--- config.mk ---
export PLATFORM = sky130hd
export DESIGN_NAME = rdmx_xmit
export DESIGN_NICKNAME = d
export VERILOG_FILES = /design/src/rtl/rdmx_pkg.sv /design/src/rtl/rdmx_xmit_hdr_build.sv /design/src/rtl/rdmx_xmit.sv
export SDC_FILE = /design/constraint.sdc
export NUM_CORES = 1
export LEC_CHECK = 0
export ABC_CLOCK_PERIOD_IN_PS = 6550
export BUFFER_PORTS_ARGS = -buffer_cell sky130_fd_sc_hd__buf_2
export CORE_AREA = 4 4 508 510
export CTS_CLUSTER_SIZE = 12
export DETAILED_ROUTE_END_ITERATION = 12
export DIE_AREA = 0 0 512 514
export PLACE_DENSITY = 0.3
export SLEW_MARGIN = 20
export SYNTH_ARGS = -nofsm -noshare
export SYNTH_HDL_FRONTEND = slang
export SYNTH_SLANG_ARGS = --single-unit
--- constraint.sdc ---
create_clock -name clk -period 6.55 [get_ports clk]
set_clock_uncertainty 0.1 [all_clocks]
set_input_delay 0.3275 -clock clk [delete_from_list [all_inputs] [get_ports clk]]
set_output_delay 0.3275 -clock clk [all_outputs]
set_load 0.02 [all_outputs]
--- src/rtl/rdmx_pkg.sv ---
// Shared constants, FSM encoding and length/checksum helpers for the RDMX
// transmitter.
package rdmx_pkg;

  localparam int RDMX_HDR_LEN = 22;
  localparam int UDP_HDR_LEN  = 8;
  localparam int IP4_HDR_LEN  = 20;
  localparam int HDR_BYTES    = 64;

  localparam logic [15:0] ETH_TYPE_IPV4   = 16'h0800;
  localparam logic [15:0] IP4_VER_IHL_TOS = 16'h4500;
  localparam logic [15:0] IP4_ID          = 16'h0000;
  localparam logic [15:0] IP4_FLAGS_FRAG  = 16'h4000;
  localparam logic [15:0] IP4_TTL_PROTO   = 16'h4011;
  localparam logic [15:0] UDP_CSUM_NONE   = 16'h0000;

  typedef enum logic [2:0] {
    ST_STARTING = 3'd0,
    ST_IDLE     = 3'd1,
    ST_CSUM     = 3'd2,
    ST_HDR      = 3'd3,
    ST_DATA     = 3'd4
  } state_t;

  // UDP payload is the RDMX header plus (len+1) full 64-byte data beats.
  function automatic logic [15:0] udp_len_of(input logic [7:0] len);
    return 16'(UDP_HDR_LEN + RDMX_HDR_LEN) + {2'b00, len, 6'b000000} + 16'(HDR_BYTES);
  endfunction

  function automatic logic [15:0] ip_len_of(input logic [7:0] len);
    return udp_len_of(len) + 16'(IP4_HDR_LEN);
  endfunction

  function automatic logic [15:0] ip4_csum(input logic [15:0] ip_len,
                                           input logic [31:0] src_ip,
                                           input logic [31:0] dst_ip);
    logic [31:0] sum;
    sum = {16'h0, IP4_VER_IHL_TOS} + {16'h0, ip_len} + {16'h0, IP4_ID}
        + {16'h0, IP4_FLAGS_FRAG} + {16'h0, IP4_TTL_PROTO}
        + {16'h0, src_ip[31:16]} + {16'h0, src_ip[15:0]}
        + {16'h0, dst_ip[31:16]} + {16'h0, dst_ip[15:0]};
    // Second fold absorbs the carry the first fold can produce.
    sum = {16'h0, sum[15:0]} + {16'h0, sum[31:16]};
    sum = {16'h0, sum[15:0]} + {16'h0, sum[31:16]};
    return ~sum[15:0];
  endfunction

endpackage

--- src/rtl/rdmx_xmit_hdr_build.sv ---
// Combinational builder for the 64-byte Ethernet/IPv4/UDP/RDMX header beat.
// Byte 0 of the wire header lands in hdr[7:0].
module rdmx_hdr_build
  import rdmx_pkg::*;
#(
  parameter logic [47:0] DST_MAC    = 48'h0,
  parameter logic [47:0] SRC_MAC    = 48'h0,
  parameter logic [31:0] SRC_IP     = 32'h0A010101,
  parameter logic [31:0] DST_IP     = 32'h0A010102,
  parameter logic [15:0] SRC_PORT   = 16'd32002,
  parameter logic [15:0] DST_PORT   = 16'd32002,
  parameter logic [15:0] RDMX_MAGIC = 16'h0122
) (
  input  logic [63:0]  addr,
  input  logic [7:0]   len,
  input  logic [15:0]  csum,
  output logic [511:0] hdr
);

  logic [511:0] hdr_be;
  logic [15:0]  udp_len;
  logic [15:0]  ip_len;

  always_comb begin
    udp_len = udp_len_of(len);
    ip_len  = ip_len_of(len);
    // Network order: the first wire byte sits in the top byte of hdr_be.
    hdr_be = {
      DST_MAC, SRC_MAC, ETH_TYPE_IPV4,
      IP4_VER_IHL_TOS, ip_len, IP4_ID, IP4_FLAGS_FRAG, IP4_TTL_PROTO,
      csum, SRC_IP, DST_IP,
      SRC_PORT, DST_PORT, udp_len, UDP_CSUM_NONE,
      RDMX_MAGIC, addr, 96'h0
    };
    for (int i = 0; i < HDR_BYTES; i++) begin
      hdr[8*i +: 8] = hdr_be[511-8*i -: 8];
    end
  end

endmodule

--- src/rtl/rdmx_xmit.sv ---
// RDMX packet transmitter: one header beat per command, then the command's
// data beats passed straight through with TLAST on the final one.
module rdmx_xmit
  import rdmx_pkg::*;
#(
  parameter int          DATA_WBITS = 512,
  parameter int          DATA_WBYTS = DATA_WBITS / 8,
  parameter int          ADDR_WBITS = 64,
  parameter logic [47:0] DST_MAC    = 48'h0,
  parameter logic [47:0] SRC_MAC    = 48'h0,
  parameter logic [31:0] SRC_IP     = 32'h0A010101,
  parameter logic [31:0] DST_IP     = 32'h0A010102,
  parameter logic [15:0] SRC_PORT   = 16'd32002,
  parameter logic [15:0] DST_PORT   = 16'd32002,
  parameter logic [15:0] RDMX_MAGIC = 16'h0122
) (
  input  logic                  clk,
  input  logic                  resetn,
  output logic [63:0]           packets_sent,
  output state_t                dbg_state,

  input  logic [ADDR_WBITS+7:0] AXIS_CMD_TDATA,
  input  logic                  AXIS_CMD_TVALID,
  output logic                  AXIS_CMD_TREADY,

  input  logic [DATA_WBITS-1:0] AXIS_DATA_TDATA,
  input  logic [DATA_WBYTS-1:0] AXIS_DATA_TKEEP,
  input  logic                  AXIS_DATA_TVALID,
  output logic                  AXIS_DATA_TREADY,

  output logic [DATA_WBITS-1:0] AXIS_RDMX_TDATA,
  output logic [DATA_WBYTS-1:0] AXIS_RDMX_TKEEP,
  output logic                  AXIS_RDMX_TVALID,
  output logic                  AXIS_RDMX_TLAST,
  input  logic                  AXIS_RDMX_TREADY
);

  state_t                state_q, state_d;
  logic [ADDR_WBITS-1:0] addr_q, addr_d;
  logic [7:0]            len_q, len_d;
  logic [7:0]            cnt_q, cnt_d;
  logic [15:0]           csum_q, csum_d;
  logic [63:0]           pkts_q, pkts_d;
  logic [511:0]          hdr_w;
  logic                  data_hs;

  rdmx_hdr_build #(
    .DST_MAC    (DST_MAC),
    .SRC_MAC    (SRC_MAC),
    .SRC_IP     (SRC_IP),
    .DST_IP     (DST_IP),
    .SRC_PORT   (SRC_PORT),
    .DST_PORT   (DST_PORT),
    .RDMX_MAGIC (RDMX_MAGIC)
  ) u_hdr_build (
    .addr (addr_q),
    .len  (len_q),
    .csum (csum_q),
    .hdr  (hdr_w)
  );

  always_ff @(posedge clk or negedge resetn) begin
    if (!resetn) begin
      state_q <= ST_STARTING;
      addr_q  <= '0;
      len_q   <= '0;
      cnt_q   <= '0;
      csum_q  <= '0;
      pkts_q  <= '0;
    end else begin
      state_q <= state_d;
      addr_q  <= addr_d;
      len_q   <= len_d;
      cnt_q   <= cnt_d;
      csum_q  <= csum_d;
      pkts_q  <= pkts_d;
    end
  end

  always_comb begin
    state_d = state_q;
    addr_d  = addr_q;
    len_d   = len_q;
    cnt_d   = cnt_q;
    csum_d  = csum_q;
    pkts_d  = pkts_q;

    AXIS_CMD_TREADY  = 1'b0;
    AXIS_DATA_TREADY = 1'b0;
    AXIS_RDMX_TDATA  = '0;
    AXIS_RDMX_TKEEP  = '0;
    AXIS_RDMX_TVALID = 1'b0;
    AXIS_RDMX_TLAST  = 1'b0;
    data_hs          = AXIS_DATA_TVALID && AXIS_RDMX_TREADY;

    unique case (state_q)
      ST_STARTING: state_d = ST_IDLE;

      ST_IDLE: begin
        AXIS_CMD_TREADY = 1'b1;
        if (AXIS_CMD_TVALID) begin
          addr_d  = AXIS_CMD_TDATA[ADDR_WBITS-1:0];
          len_d   = AXIS_CMD_TDATA[ADDR_WBITS+7:ADDR_WBITS];
          cnt_d   = AXIS_CMD_TDATA[ADDR_WBITS+7:ADDR_WBITS];
          state_d = ST_CSUM;
        end
      end

      // Registering the checksum keeps the adder tree off the header path.
      ST_CSUM: begin
        csum_d  = ip4_csum(ip_len_of(len_q), SRC_IP, DST_IP);
        state_d = ST_HDR;
      end

      ST_HDR: begin
        AXIS_RDMX_TDATA  = hdr_w;
        AXIS_RDMX_TKEEP  = '1;
        AXIS_RDMX_TVALID = 1'b1;
        if (AXIS_RDMX_TREADY) begin
          state_d = ST_DATA;
        end
      end

      ST_DATA: begin
        AXIS_RDMX_TDATA  = AXIS_DATA_TDATA;
        AXIS_RDMX_TKEEP  = AXIS_DATA_TKEEP;
        AXIS_RDMX_TVALID = AXIS_DATA_TVALID;
        AXIS_RDMX_TLAST  = (cnt_q == 8'd0);
        AXIS_DATA_TREADY = AXIS_RDMX_TREADY;
        if (data_hs) begin
          if (cnt_q == 8'd0) begin
            pkts_d  = pkts_q + 64'd1;
            state_d = ST_IDLE;
          end else begin
            cnt_d = cnt_q - 8'd1;
          end
        end
      end

      default: state_d = ST_IDLE;
    endcase
  end

  assign packets_sent = pkts_q;
  assign dbg_state    = state_q;

endmodule

Yosys cells after proc, flatten, opt, wreduce, memory -nomap -nowiden
Index checks and enable logic that the tools add are counted.

Flip-flop bits (word level): 163. Input port bits: 653. Word-level logic and storage cells: 52.

$add $sub $neg: 14. Eq/ne operators: 9. Muxes and demuxes: 15. Bitwise logic cells: 1. Reduce and logical (&&, ||, !) cells: 7.

Operators by type and width (number): $pmux W512 S2 (1); $pmux W64 S2 (1); $add A64 B1 Y64 const B (1); $mux W8 (3); $add A22 B9 Y23 const B (1); $add A21 B12 Y22 const B (1); $add A20 B9 Y21 const B (1); $add A19 B12 Y20 const B (1); $add A18 B15 Y19 const B (1); $add A17 B15 Y18 const B (1); $add A15 B16 Y17 const A (1); $add A16 B7 Y17 (1); $add A15 B7 Y16 const B (1); $add A16 B1 Y16 (1); $add A16 B5 Y16 const B (1); $not A16 Y16 (1); $pmux W8 S2 (1); $add A5 B14 Y15 const A (1); $mux W3 (4); $pmux W3 S4 (1); $ne A2 B2 Y1 const B (5); $logic_not A8 Y1 (1); $reduce_and A4 Y1 (2); $sub A8 B1 Y8 const B (1); 9 further kinds (12).

Depth between registers and ports, before layout
Gate-level depths: netlist of run 1.

Word-level depth: 13. Gate-level depth with buffers: 8.

By module
Synthesis of run 1 repeated with hierarchy kept, for this count alone.

Cell total of the unflattened synthesis: 1834. Area, all modules: 16474.6 um^2.

Modules (own cells, without submodules): rdmx_xmit (times used 1, cells each 1310, area each 12565.8 um^2, sequential area each 3978.8 um^2); rdmx_hdr_build (times used 1, cells each 524, area each 3908.7 um^2, sequential area each 0.0 um^2).

Worst setup path after synthesis of run 1
No wires, ideal clock.

Kind: reg2reg. From: register state_q[0] (netlist: dbg_state[0]). To: register addr_q[0]. Arrival time: 2.518 ns. Data required time: 6.325 ns. Slack: 3.807 ns. Stages on the path, launching flop included: 7. Buffers on the path: 3. Cells stage by stage: dfrtp_1 > clkbuf_1 > nor3b_1 > and2_1 > clkbuf_1 > clkbuf_1 > mux2_2.

Word-level cells in the longest chain between the ends: 2.

Ends and longest elaborated chain: start: declaration (line rdmx_xmit.sv:38) `state_t state_q, state_d;`; start signal: assignment (line rdmx_xmit.sv:71) `state_q <= state_d;`; $eq A3 B1 Y1 (line rdmx_xmit.sv:96) `unique case (state_q)`; $reduce_and A2 Y1 (no source line); end signal: assignment (line rdmx_xmit.sv:72) `addr_q <= addr_d;`; end: declaration (line rdmx_xmit.sv:39) `logic [ADDR_WBITS-1:0] addr_q, addr_d;`.

Every way passes these cells. A chain may end at the register's enable or synchronous reset.

Worst setup path after layout of run 1
From: register state_q[1] (netlist: dbg_state[1]). To: output AXIS_RDMX_TDATA[412].

Word-level cells in the longest chain between the ends: 2. Elaborated cells on any way between the ends: 3.

Ends and longest elaborated chain: $eq A3 B3 Y1 or $eq A3 B2 Y1 (tied branches) (line rdmx_xmit.sv:96); $pmux W512 S2 (*) (line rdmx_xmit.sv:96); end: declaration (line rdmx_xmit.sv:31) `output logic [DATA_WBITS-1:0] AXIS_RDMX_TDATA,`.

Every way passes the cells marked *; elsewhere a longest branch is shown, timed or not.

==> results of run 1 <==
-- final timing paths --
| path | startpoint | cells past startpoint | to | slack, ps |
|---|---|---|---|---|
| setup / recovery | dbg_state[1] | 5 | AXIS_RDMX_TDATA[412] | 2190 |
| hold / removal | AXIS_CMD_TDATA[64] | 3 | cnt_q[0] | 70 |
| setup reg to reg | dbg_state[1] | 6 | packets_sent[32] | 2720 |
| hold reg to reg | packets_sent[63] | 1 | packets_sent[63] | 390 |
| max in group asynchronous | resetn | 3 | addr_q[12] | 4880 |
| min in group asynchronous | resetn | 2 | packets_sent[62] | 220 |
-- cell type report --
| type | count | area [um^2] |
|---|---|---|
| fillers | 29800 | 230000 |
| repair buffers | 1384 | 7370 |
| multi-input cells | 1103 | 7050 |
| well taps | 3366 | 4210 |
| flip-flops and latches | 159 | 3980 |
| clock buffers | 17 | 425 |
| diodes | 84 | 210 |
| clock inverters | 15 | 201 |
| inverters | 11 | 41.3 |
-- state kept, by name (all words and copies together) (netlist names) --
name,flops
len_q,8
addr_q,64
dbg_state,3
csum_q,12
cnt_q,8
packets_sent,64
-- critical path, stage by stage (launching register included) --
cell	delay [ps]
dfrtp_1	540
nor3b_4	250
buf_4	680
buf_12	470
a22o_1	690
buf_2	290
-- cell usage in the layout, fill, tap and decap left out, drive strengths merged, types with 3 or more instances in the layout --
master | synthesis | final
xor2 | 22 | 22
nor3 | 18 | 18
nand4 | 30 | 30
nor3b | 3 | 3
a21o | 6 | 6
a21oi | 13 | 13
a22o | 84 | 84
and4 | 14 | 14
dlygate4sd3 | 0 | 69
buf | 10 | 1314
clkinv | 0 | 7
ha | 6 | 6
mux2 | 71 | 71
nand2 | 268 | 268
inv | 11 | 19
nand3 | 26 | 26
dfrtp | 159 | 159
or4 | 4 | 4
and3 | 10 | 10
clkbuf | 97 | 18
nor4 | 7 | 7
diode | 0 | 84
xnor2 | 53 | 53
o21ai | 32 | 32
and2 | 383 | 383
nor2 | 31 | 31
-- layer usage --
metal  share of wire, %  track usage, %  up-vias
met1                 33            13.0     8028
met4                4.6            5.55      160
li1                   -               -     7277
met5               0.54               0        -
met3                 13            8.45      430
met2                 49            24.1     1170
-- cells by family after synthesis --
kind of cell               Yosys count  synth area share [%]
buffers and inverters              118                  3.99
xor gates and xnor gates            75                  5.75
and+or+nand+nor                    805                  38.2
adders and majority gates            6                 0.658
muxes                               71                  7.00
DFF                                159                  34.8
AOI/OAI and AO/OA                  146                  9.55
-- report_power, final --
| group | internal, mW | switching [mW] | leakage (nW) |
|---|---|---|---|
| combinational | 1.51 | 3.78 | 9.65 |
| sequential | 1.28 | 0.239 | 2.00 |
| clock | 0.527 | 0.611 | 0.302 |
| total | 3.31 | 4.63 | 12.0 |
-- through the flow --
| step | util (%) | worst slack [ps] | hold WS, ps |
|---|---|---|---|
| after detailed placement | 8.67 | 2350 | 193 |
| final | 9.27 | 2190 | 68.6 |
| after global routing | 9.25 | 1980 | 49.1 |
| after global placement | 8.64 | 2270 | 193 |
| after CTS | 9.19 | 2120 | 31.4 |
| after floorplan | - | 3810 | -68.1 |
-- synth_stat cells (all sizes together) (11+ instances only) --
cell    instances
inv            11
nand4          30
a22o           84
a21oi          13
and2          383
nor3           18
nand3          26
dfrtp         159
o21ai          32
and4           14
mux2           71
xnor2          53
clkbuf         97
nor2           31
nand2         268
xor2           22
==> insert_results.sql, run 1 <==
INSERT INTO impl_metrics (metric_group, metric, value, unit) VALUES
('floorplanning', 'design.die.area', '0.263', 'mm^2'),
('placed_design', 'placedCellCount', '5954', ''),
('worst_setup_path', 'cp_data_required_time', '6120', 'ps'),
('grt', 'grt_pass1_vias', '17100', ''),
('clocking', 'clk_slew_on_worst_s_h_paths', '80', 'ps'),
('detailed_routing', 'vias_per_cell', '2.78', ''),
('worst_setup_path', 'cp_data_arrival_time', '3930', 'ps'),
('logic_synthesis', 'synthesis.area', '0.0114', 'mm^2'),
('grt', 'antenna_found_initial', '242', ''),
('clocking', 'holdBufCountCts', '69', ''),
('worst_setup_path', 'largest_fanout_on_the_critical_path', '189', ''),
('clocking', 'tritoncts.num_buffers', '17', ''),
('finish', 'final_layout_size_suffix_gt1_share', '53.8', '%'),
('logic_synthesis', 'synth_async_sr_flop_share', '100', '%'),
('placed_design', 'placement.cell_area', '0.0220', 'mm^2'),
('logic_synthesis', 'synth_warnings', '0', ''),
('clocking', 'clk_path_buf_depth', '2', ''),
('logic_synthesis', 'synth.yosys.seq_area_share', '34.8', '%'),
('floorplanning', 'floorplan.core_area', '0.253', 'mm^2'),
('pwr', 'report.power.total', '7.94', 'mW'),
('floorplanning', 'die_width', '512', 'um'),
('clocking', 'worstSkewPairLatency', '520', 'ps'),
('clocking', 'post_cts.resized_instances', '0', ''),
('timing', 'max_freq', '0.230', 'GHz'),
('timing', 'layout_min_cycle_time', '4360', 'ps'),
('logic_synthesis', 'yosysTopAreaCell', 'dfrtp_1', ''),
('detailed_routing', 'drtPass1Iterations', '5', ''),
('status', 'status', 'complete, no violations', ''),
('clocking', 'h-tree-depth', '4', ''),
('logic_synthesis', 'synth.avg_cell_area', '8.27', 'um^2'),
('detailed_routing', 'finalWirelength', '189', 'mm'),
('pwr', 'p_leak', '12.0', 'nW'),
('placed_design', 'port_buffers', '1299', ''),
('detailed_routing', 'route.detailed.wl_per_inst', '30.8', 'um'),
('finish', 'areaGrowthSynthToFinish', '106', '%'),
('grt', 'grt_usage', '13.8', '%'),
('finish', 'finalInstanceArea', '0.0235', 'mm^2'),
('logic_synthesis', 'area_share_of_the_largest_cell_type_after_synthesis', '34.8', '%'),
('pwr', 'vdd.ir_drop.worst', '0.183', 'mV'),
('logic_synthesis', 'synthTopCellsByArea', 'dfrtp_1 35%, and2_1 21%, nand2_1 8.8%, mux2_2 7.0%, a22o_1 6.4%', ''),
('timing', 'hold_viol_final', '0', ''),
('finish', 'stdcell_count', '6139', ''),
('detailed_routing', 'vias', '17100', ''),
('placed_design', 'dpl.hpwl', '174', 'mm'),
('timing', 'setup_violations', '0', ''),
('timing', 'final.period_utilization', '66.5', '%'),
('grt', 'overflow', '0', ''),
('logic_synthesis', 'synth_seq_cells', '159', ''),
('floorplanning', 'ioPinCount', '1300', ''),
('floorplanning', 'num_rows', '185', ''),
('clocking', 'cts.sinks', '159', ''),
('detailed_routing', 'dr.first_iter.drc_count', '785', ''),
('timing', 'maxSlewViolCount', '0', ''),
('timing', 'transition_time_at_the_pin_with_the_least_slew_margin', '1020', 'ps'),
('timing', 'grt_setup_unrepaired', 'no', ''),
('detailed_routing', 'detail-route-antenna-nets', '0', ''),
('logic_synthesis', 'synth_ff_type', 'dfrtp_1', ''),
('detailed_routing', 'detail_route.drc_violations', '0', ''),
('clocking', 'cts_tree', 'yes', ''),
('worst_hold_path', 'worst_hold_class', 'input port to flip-flop', ''),
('logic_synthesis', 'edff_count_synth', '0', ''),
('placed_design', 'finalWeightedCongestion', '1.01', ''),
('pwr', 'cellPowerDensity', '338', 'mW/mm^2'),
('worst_setup_path', 'endpoint_kind', 'output pin', ''),
('logic_synthesis', 'synth.net_count', '2039', ''),
('finish', 'finish.net_count', '3335', ''),
('grt', 'first_pass_grt_wire_length', '227', 'mm'),
('floorplanning', 'initial_core_util', '4.50', '%'),
('worst_setup_path', 'setup.worst_path.start_class', 'flip-flop', ''),
('worst_setup_path', 'setup.worst_path.class', 'flip-flop to output pin', ''),
('clocking', 'ctsRootBufferMaster', 'clkbuf_16', ''),
('logic_synthesis', 'yosysUniqueCellTypes', '47', ''),
('timing', 'slew_headroom', '32.1', '%'),
('logic_synthesis', 'synthesis.instances', '1380', ''),
('timing', 'finalSetupTns', '0', 'ps'),
('grt', 'grt_max_degree', '190', ''),
('flow_run', 'maxCapViolations', '0', ''),
('clocking', 'cts_setup_buffers', '0', ''),
('floorplanning', 'die_height', '514', 'um');
No activity file was read; power rests on OpenSTA's default activity.
==> run 2, diff against run 1 <==
--- a/config.mk
+++ b/config.mk
@@ -5,12 +5,12 @@
 export SDC_FILE = /design/constraint.sdc
 export NUM_CORES = 1
 export LEC_CHECK = 0
-export ABC_CLOCK_PERIOD_IN_PS = 6550
+export ABC_CLOCK_PERIOD_IN_PS = 4200
 export BUFFER_PORTS_ARGS = -buffer_cell sky130_fd_sc_hd__buf_2
-export CORE_AREA = 4 4 508 510
+export CORE_AREA = 4 4 499 501
 export CTS_CLUSTER_SIZE = 12
 export DETAILED_ROUTE_END_ITERATION = 12
-export DIE_AREA = 0 0 512 514
+export DIE_AREA = 0 0 503 505
 export PLACE_DENSITY = 0.3
 export SLEW_MARGIN = 20
 export SYNTH_ARGS = -nofsm -noshare
==> constraint.sdc (replaced) <==
create_clock -name clk -period 4.2 [get_ports clk]
set_clock_uncertainty 0.1 [all_clocks]
set_input_delay 0.21 -clock clk [delete_from_list [all_inputs] [get_ports clk]]
set_output_delay 0.21 -clock clk [all_outputs]
set_load 0.02 [all_outputs]
==> insert_results.sql, run 2 (same netlist as run 1, synthesis figures left out) <==
INSERT INTO impl_metrics (metric_group, metric, value, unit) VALUES
('status', 'status', 'complete, no violations', ''),
('timing', 'slew_headroom', '29.4', '%'),
('timing', 'max_freq', '0.297', 'GHz'),
('timing', 'layout_min_cycle_time', '3370', 'ps'),
('pwr', 'power.share.sequential', '19.0', '%'),
('pwr', 'pwr-share-clk', '14.2', '%'),
('timing', 'grt_setup_unrepaired', 'no', ''),
('finish', 'mostFrequentLayoutCell', 'buf_2', ''),
('timing', 'setup_violations', '0', ''),
('pwr', 'power.internal', '5.27', 'mW'),
('floorplanning', 'num_rows', '182', ''),
('worst_setup_path', 'setup.worst_path.start_class', 'flip-flop', ''),
('clocking', 'tritoncts.num_buffers', '17', ''),
('timing', 'hold_viol_final', '0', ''),
('grt', 'grt_usage', '13.1', '%'),
('flow_run', 'maxCapViolations', '0', ''),
('finish', 'areaGrowthSynthToFinish', '105', '%'),
('worst_setup_path', 'cp_data_arrival_time', '3060', 'ps'),
('pwr', 'p_leak', '12.1', 'nW'),
('worst_setup_path', 'setup.worst_path.class', 'flip-flop to output pin', ''),
('floorplanning', 'die_width', '503', 'um'),
('grt', 'first_pass_grt_wire_length', '210', 'mm'),
('worst_hold_path', 'worst_hold_class', 'input port to flip-flop', ''),
('detailed_routing', 'drtPass1Iterations', '4', ''),
('clocking', 'worstSkewPairLatency', '510', 'ps'),
('detailed_routing', 'vias', '16300', ''),
('pwr', 'report.power.total', '12.5', 'mW'),
('detailed_routing', 'dr.first_iter.drc_count', '837', ''),
('floorplanning', 'ioPinCount', '1300', ''),
('placed_design', 'finalWeightedCongestion', '0.966', ''),
('placed_design', 'dpl.hpwl', '159', 'mm'),
('worst_setup_path', 'r2r_setup_slack', '1200', 'ps'),
('detailed_routing', 'vias_per_cell', '2.73', ''),
('timing', 'maxSlewViolCount', '0', ''),
('worst_setup_path', 'cp_data_required_time', '3890', 'ps'),
('pwr', 'fraction_of_power_consumed_by_combinational_cells', '66.8', '%'),
('timing', 'transition_time_at_the_pin_with_the_least_slew_margin', '1050', 'ps'),
('detailed_routing', 'detail-route-antenna-nets', '0', ''),
('grt', 'overflow', '0', ''),
('floorplanning', 'initial_core_util', '4.66', '%'),
('clocking', 'clk_slew_on_worst_s_h_paths', '100', 'ps'),
('placed_design', 'port_buffers', '1299', ''),
('worst_setup_path', 'endpoint_kind', 'output pin', ''),
('detailed_routing', 'detail_route.drc_violations', '0', ''),
('timing', 'finalSetupTns', '0', 'ps'),
('floorplanning', 'floorplan.core_area', '0.245', 'mm^2'),
('clocking', 'cts_tree', 'yes', ''),
('clocking', 'cts_setup_buffers', '0', ''),
('detailed_routing', 'route.detailed.wl_per_inst', '29.2', 'um'),
('clocking', 'clk_path_buf_depth', '2', ''),
('floorplanning', 'die_height', '505', 'um'),
('pwr', 'vdd.ir_drop.worst', '0.278', 'mV'),
('clocking', 'ctsRootBufferMaster', 'clkbuf_16', ''),
('floorplanning', 'design.die.area', '0.254', 'mm^2'),
('pwr', 'power.switching_fraction', '57.9', '%'),
('detailed_routing', 'finalWirelength', '175', 'mm'),
('finish', 'finish.net_count', '3359', ''),
('clocking', 'h-tree-depth', '4', ''),
('grt', 'grt_max_degree', '104', ''),
('worst_setup_path', 'largest_fanout_on_the_critical_path', '44', ''),
('pwr', 'cellPowerDensity', '536', 'mW/mm^2'),
('pwr', 'power.net_switching', '7.26', 'mW'),
('grt', 'antenna_found_initial', '123', ''),
('finish', 'final_layout_size_suffix_gt1_share', '53.5', '%'),
('timing', 'final.period_utilization', '80.2', '%'),
('grt', 'grt_pass1_vias', '16800', ''),
('clocking', 'cts.sinks', '159', ''),
('finish', 'mostFrequentLayoutCells', '1,298 x buf_2, 381 x and2_1, 267 x nand2_1', '');
run 2: changes by cell type in the layout (fill, tap and decap cells not counted), sizes merged:
cell	previous run	this run
buf	1314	1331
bufinv	0	2
clkbuf	18	21
clkinv	7	3
clkinvlp	0	2
diode	84	42
dlygate4sd3	69	76
inv	19	16
run 2: critical path: stages, from the launching register on:
cell and delay (ps):
dfrtp_1 540, nor2b_1 350, and2_4 580, buf_4 460
a22o_1 190, buf_2 310
run 2: repair_timing:
action | 4_1_cts | 5_1_grt
endpoints found under the hold margin | 149 | 0
endpoints found under the setup margin | 0 | 0
hold buffers | 76 | 0
gates resized for setup | 0 | 0
run 2: final timing paths:
path                                              to  depth (start not counted)              from
worst max register to register      packets_sent[63]                          7          cnt_q[1]
worst max-delay path            AXIS_RDMX_TDATA[391]                          5      dbg_state[0]
min in group asynchronous           packets_sent[31]                          2            resetn
max in group asynchronous                 addr_q[24]                          3            resetn
worst min register to register             csum_q[7]                          2         csum_q[7]
worst min-delay path                    dbg_state[2]                          4  AXIS_DATA_TVALID
run 2: area by class of cell:
cell class | count | area (um^2)
sequential | 159 | 3980
antenna | 42 | 105
tap | 3220 | 4030
multi-input combinational | 1103 | 7010
inverter | 11 | 41.3
clock inverter | 12 | 150
timing repair buffer | 1408 | 7640
clock buffer | 20 | 437
fill | 28900 | 221000
run 2: power groups by stage:
| stage | Combinational [mW] | Sequential, mW | Clock [mW] |
|---|---|---|---|
| final | 8.37 | 2.38 | 1.78 |
| after global routing | 9.07 | 2.45 | 1.92 |
| after CTS | 8.70 | 2.39 | 1.88 |
| after detailed placement | 8.60 | 2.42 | 0 |
| after global placement | 8.61 | 2.41 | 0 |
| after floorplan | 4.01 | 2.25 | 0 |
run 2: per-layer routing:
metal / routed length (um) / vias up / track usage [%]
li1: - / 7255 / -
met1: 69100 / 7727 / 15.1
met2: 76800 / 1044 / 20.8
met3: 24000 / 219 / 7.83
met4: 4330 / 48 / 3.00
met5: 296 / - / 0
run 2: metrics by stage:
step / worst slack, ps / area [um^2] / util (%) / std cells / hold slack, ps
6_report: 830 / 23400 / 9.56 / 5975 / 115
5_1_grt: 588 / 23300 / 9.53 / 5948 / 102
3_3_place_gp: 1010 / 21900 / 8.96 / 5825 / 201
3_5_place_dp: 1070 / 21900 / 8.96 / 5825 / 196
2_1_floorplan: 1460 / 11400 / - / 1380 / -186
4_1_cts: 646 / 23300 / 9.51 / 5933 / 80.2
==> run 3, diff against run 2 <==
--- a/config.mk
+++ b/config.mk
@@ -5,12 +5,13 @@
 export SDC_FILE = /design/constraint.sdc
 export NUM_CORES = 1
 export LEC_CHECK = 0
-export ABC_CLOCK_PERIOD_IN_PS = 4200
+export ABC_AREA = 1
+export ABC_CLOCK_PERIOD_IN_PS = 2800
 export BUFFER_PORTS_ARGS = -buffer_cell sky130_fd_sc_hd__buf_2
-export CORE_AREA = 4 4 499 501
+export CORE_AREA = 4 4 502 504
 export CTS_CLUSTER_SIZE = 12
 export DETAILED_ROUTE_END_ITERATION = 12
-export DIE_AREA = 0 0 503 505
+export DIE_AREA = 0 0 506 508
 export PLACE_DENSITY = 0.3
 export SLEW_MARGIN = 20
 export SYNTH_ARGS = -nofsm -noshare
==> constraint.sdc (replaced) <==
create_clock -name clk -period 2.8 [get_ports clk]
set_clock_uncertainty 0.1 [all_clocks]
set_input_delay 0.14 -clock clk [delete_from_list [all_inputs] [get_ports clk]]
set_output_delay 0.14 -clock clk [all_outputs]
set_load 0.02 [all_outputs]
==> insert_results.sql, run 3 <==
INSERT INTO impl_metrics (metric_group, metric, value, unit) VALUES
('worst_setup_path', 'worstReg2RegEnd', 'packets_sent[17]', ''),
('logic_synthesis', 'synth_warnings', '0', ''),
('floorplanning', 'ioPinCount', '1300', ''),
('grt', 'grt_pass1_vias', '20400', ''),
('logic_synthesis', 'area_share_of_the_largest_cell_type_after_synthesis', '29.7', '%'),
('pwr', 'power.internal', '7.83', 'mW'),
('logic_synthesis', 'synth_top_cells_by_count', '640 x nand2_1, 527 x nor2_1, 464 x inv_1', ''),
('pwr', 'vdd.ir_drop.worst', '0.336', 'mV'),
('logic_synthesis', 'synth_seq_cells', '159', ''),
('pwr', 'cellPowerDensity', '686', 'mW/mm^2'),
('finish', 'mostFrequentLayoutCells', '1,296 x buf_2, 632 x nand2_1, 527 x nor2_1', ''),
('grt', 'first_pass_grt_wire_length', '220', 'mm'),
('timing', 'setup_violations', '0', ''),
('finish', 'final_layout_size_suffix_gt1_share', '41.0', '%'),
('floorplanning', 'design.die.area', '0.257', 'mm^2'),
('finish', 'multi_input_area', '0.00722', 'mm^2'),
('placed_design', 'finalWeightedCongestion', '0.996', ''),
('worst_setup_path', 'beginning_of_the_worst_register_to_register_path', 'cnt_q[0]', ''),
('floorplanning', 'initial_core_util', '5.42', '%'),
('logic_synthesis', 'edff_count_synth', '0', ''),
('floorplanning', 'floorplan.core_area', '0.248', 'mm^2'),
('worst_setup_path', 'critPathLaunch', 'dbg_state[0]', ''),
('floorplanning', 'die_height', '508', 'um'),
('logic_synthesis', 'yosysTopAreaCell', 'dfrtp_1', ''),
('clocking', 'ctsRootBufferMaster', 'clkbuf_16', ''),
('worst_setup_path', 'cp_data_required_time', '2560', 'ps'),
('worst_setup_path', 'endpoint_kind', 'output pin', ''),
('finish', 'areaGrowthSynthToFinish', '91.6', '%'),
('detailed_routing', 'detail-route-antenna-nets', '0', ''),
('worst_setup_path', 'largest_fanout_on_the_critical_path', '46', ''),
('placed_design', 'post-place-ws', '466', 'ps'),
('logic_synthesis', 'synthesis.instances', '2263', ''),
('timing', 'setup_slack', '48.7', 'ps'),
('grt', 'grt_max_degree', '99', ''),
('timing', 'max_freq', '0.363', 'GHz'),
('detailed_routing', 'drtPass1Iterations', '5', ''),
('grt', 'overflow', '0', ''),
('logic_synthesis', 'synth_ff_type', 'dfrtp_1', ''),
('clocking', 'clk_path_buf_depth', '2', ''),
('clocking', 'clk_slew_on_worst_s_h_paths', '70', 'ps'),
('finish', 'mostFrequentLayoutCell', 'buf_2', ''),
('flow_run', 'maxCapViolations', '0', ''),
('worst_setup_path', 'cp_data_arrival_time', '2510', 'ps'),
('floorplanning', 'num_rows', '183', ''),
('finish', 'seq_area', '0.00398', 'mm^2'),
('clocking', 'cts.sinks', '159', ''),
('pwr', 'power.share.sequential', '20.7', '%'),
('detailed_routing', 'vias_per_cell', '2.94', ''),
('detailed_routing', 'dr.first_iter.drc_count', '1352', ''),
('detailed_routing', 'detail_route.drc_violations', '0', ''),
('worst_setup_path', 'r2r_setup_slack', '580', 'ps'),
('timing', 'transition_time_at_the_pin_with_the_least_slew_margin', '844', 'ps'),
('finish', 'layout.filler_cells', '29600', ''),
('timing', 'layout_min_cycle_time', '2750', 'ps'),
('logic_synthesis', 'synth.net_count', '2922', ''),
('floorplanning', 'die_width', '506', 'um'),
('pwr', 'power.switching_fraction', '55.6', '%'),
('logic_synthesis', 'yosysUniqueCellTypes', '34', ''),
('pwr', 'power.net_switching', '9.81', 'mW'),
('worst_setup_path', 'worstRegToRegCells', '9', ''),
('clocking', 'h-tree-depth', '4', ''),
('worst_hold_path', 'worst_hold_class', 'input port to flip-flop', ''),
('pwr', 'p_leak', '15.1', 'nW'),
('finish', 'finish.utilization', '10.4', '%'),
('placed_design', 'dpl.hpwl', '162', 'mm'),
('timing', 'slew_headroom', '43.2', '%'),
('timing', 'hold_viol_final', '0', ''),
('pwr', 'pwr-share-clk', '14.9', '%'),
('timing', 'grt_setup_unrepaired', 'yes', ''),
('detailed_routing', 'finalWirelength', '176', 'mm'),
('pwr', 'fraction_of_power_consumed_by_combinational_cells', '64.5', '%'),
('logic_synthesis', 'synthTopCellsByArea', 'dfrtp_1 30%, nand2_1 18%, nor2_1 15%, inv_1 13%, mux2_2 4.9%', ''),
('worst_setup_path', 'setup.worst_path.class', 'flip-flop to output pin', ''),
('timing', 'maxSlewViolCount', '0', ''),
('grt', 'antenna_found_initial', '165', ''),
('logic_synthesis', 'synth.yosys.seq_area_share', '29.7', '%'),
('finish', 'finish.net_count', '4257', ''),
('status', 'status', 'complete, no violations', ''),
('placed_design', 'port_buffers', '1299', ''),
('clocking', 'worstSkewPairLatency', '530', 'ps'),
('clocking', 'cts_tree', 'yes', ''),
('logic_synthesis', 'synthMostInstantiatedCell', 'nand2_1', ''),
('worst_setup_path', 'endpoint', 'AXIS_RDMX_TKEEP[17]', ''),
('logic_synthesis', 'synth_async_sr_flop_share', '100', '%'),
('detailed_routing', 'route.detailed.wl_per_inst', '25.1', 'um'),
('clocking', 'tritoncts.num_buffers', '17', ''),
('logic_synthesis', 'synthesis.area', '0.0134', 'mm^2'),
('grt', 'grt_usage', '13.1', '%'),
('logic_synthesis', 'synth.avg_cell_area', '5.93', 'um^2'),
('worst_setup_path', 'setup.worst_path.start_class', 'flip-flop', ''),
('detailed_routing', 'vias', '20600', ''),
('timing', 'final.period_utilization', '98.3', '%');
run 3: power groups by stage:
stage | sequential, mW | clock [mW] | combinational, mW
floorplan | 3.50 | 0 | 5.99
global placement | 3.71 | 0 | 11.5
detailed placement | 3.71 | 0 | 11.4
CTS | 3.67 | 2.80 | 11.6
global route | 3.75 | 2.83 | 12.1
finish | 3.65 | 2.62 | 11.4
run 3: cells by family (layout without fill, tap and decap cells):
family                     count (synthesis)  count (layout)  share of synthesized area (%)
buffers and inverters                    576            1924                           16.8
xor gates and xnor gates                  35              35                           2.34
muxes                                     66              66                           5.76
AOI/OAI and AO/OA                        170             170                           8.47
DFF                                      159             159                           29.7
and+or+nand+nor                         1251            1251                           36.4
adders and majority gates                  6               6                          0.559
other                                      0              60                              0
run 3: worst min-delay path by stage:
stage / from / end / cells after the start
after floorplan: resetn / addr_q[0] / 0
after global placement: resetn / addr_q[33] / 1
after detailed placement: resetn / addr_q[33] / 1
after CTS: AXIS_DATA_TVALID / dbg_state[2] / 4
after global routing: AXIS_DATA_TVALID / dbg_state[2] / 4
final: AXIS_DATA_TVALID / dbg_state[2] / 4
run 3: per-stage QoR:
stage	TNS (ps)	total power, mW	cell area, um^2	instances	hold slack (ps)
2_1_floorplan	0	9.48	13400	2263	-256
3_3_place_gp	0	15.2	24100	6834	119
3_5_place_dp	0	15.1	24100	6834	114
4_1_cts	0	18.0	25500	6941	39.8
5_1_grt	-6.20	18.7	25700	6981	94.8
6_report	0	17.6	25700	7001	94.3
run 3: critical path, stage by stage (launching register included):
cell     delay [ps]
dfrtp_1         400
inv_1           190
nand3_4         210
inv_12          230
buf_12          270
nand2_1         110
nand2_1         290
buf_2           250
run 3: area by class of cell:
class                   count  area share (%)
flip-flops and latches    159            15.5
diodes                     60           0.584
multi-input cells        1528            28.1
clock inverters            14           0.667
repair buffers           1424            30.4
well taps                3330            16.2
clock buffers              18            1.71
inverters                 468            6.89
run 3: repair_timing:
action / CTS / global route
gates resized for setup: 5 / 11
hold endpoints to repair: 184 / 0
pin swaps: 0 / 0
setup buffers: 0 / 0
hold buffers: 75 / 0
setup endpoints to repair: 8 / 11
run 3: metal layers:
metal  global-route usage, %  part of all wire (%)  up-vias  wire length, um
met2                    24.0                    51     1114            90200
met5                       0                  0.31        -              545
met4                    3.93                   2.9       84             5090
li1                        -                     -     9439                -
met1                    14.6                    38     9642            67200
met3                    3.67                   7.4      276            13000
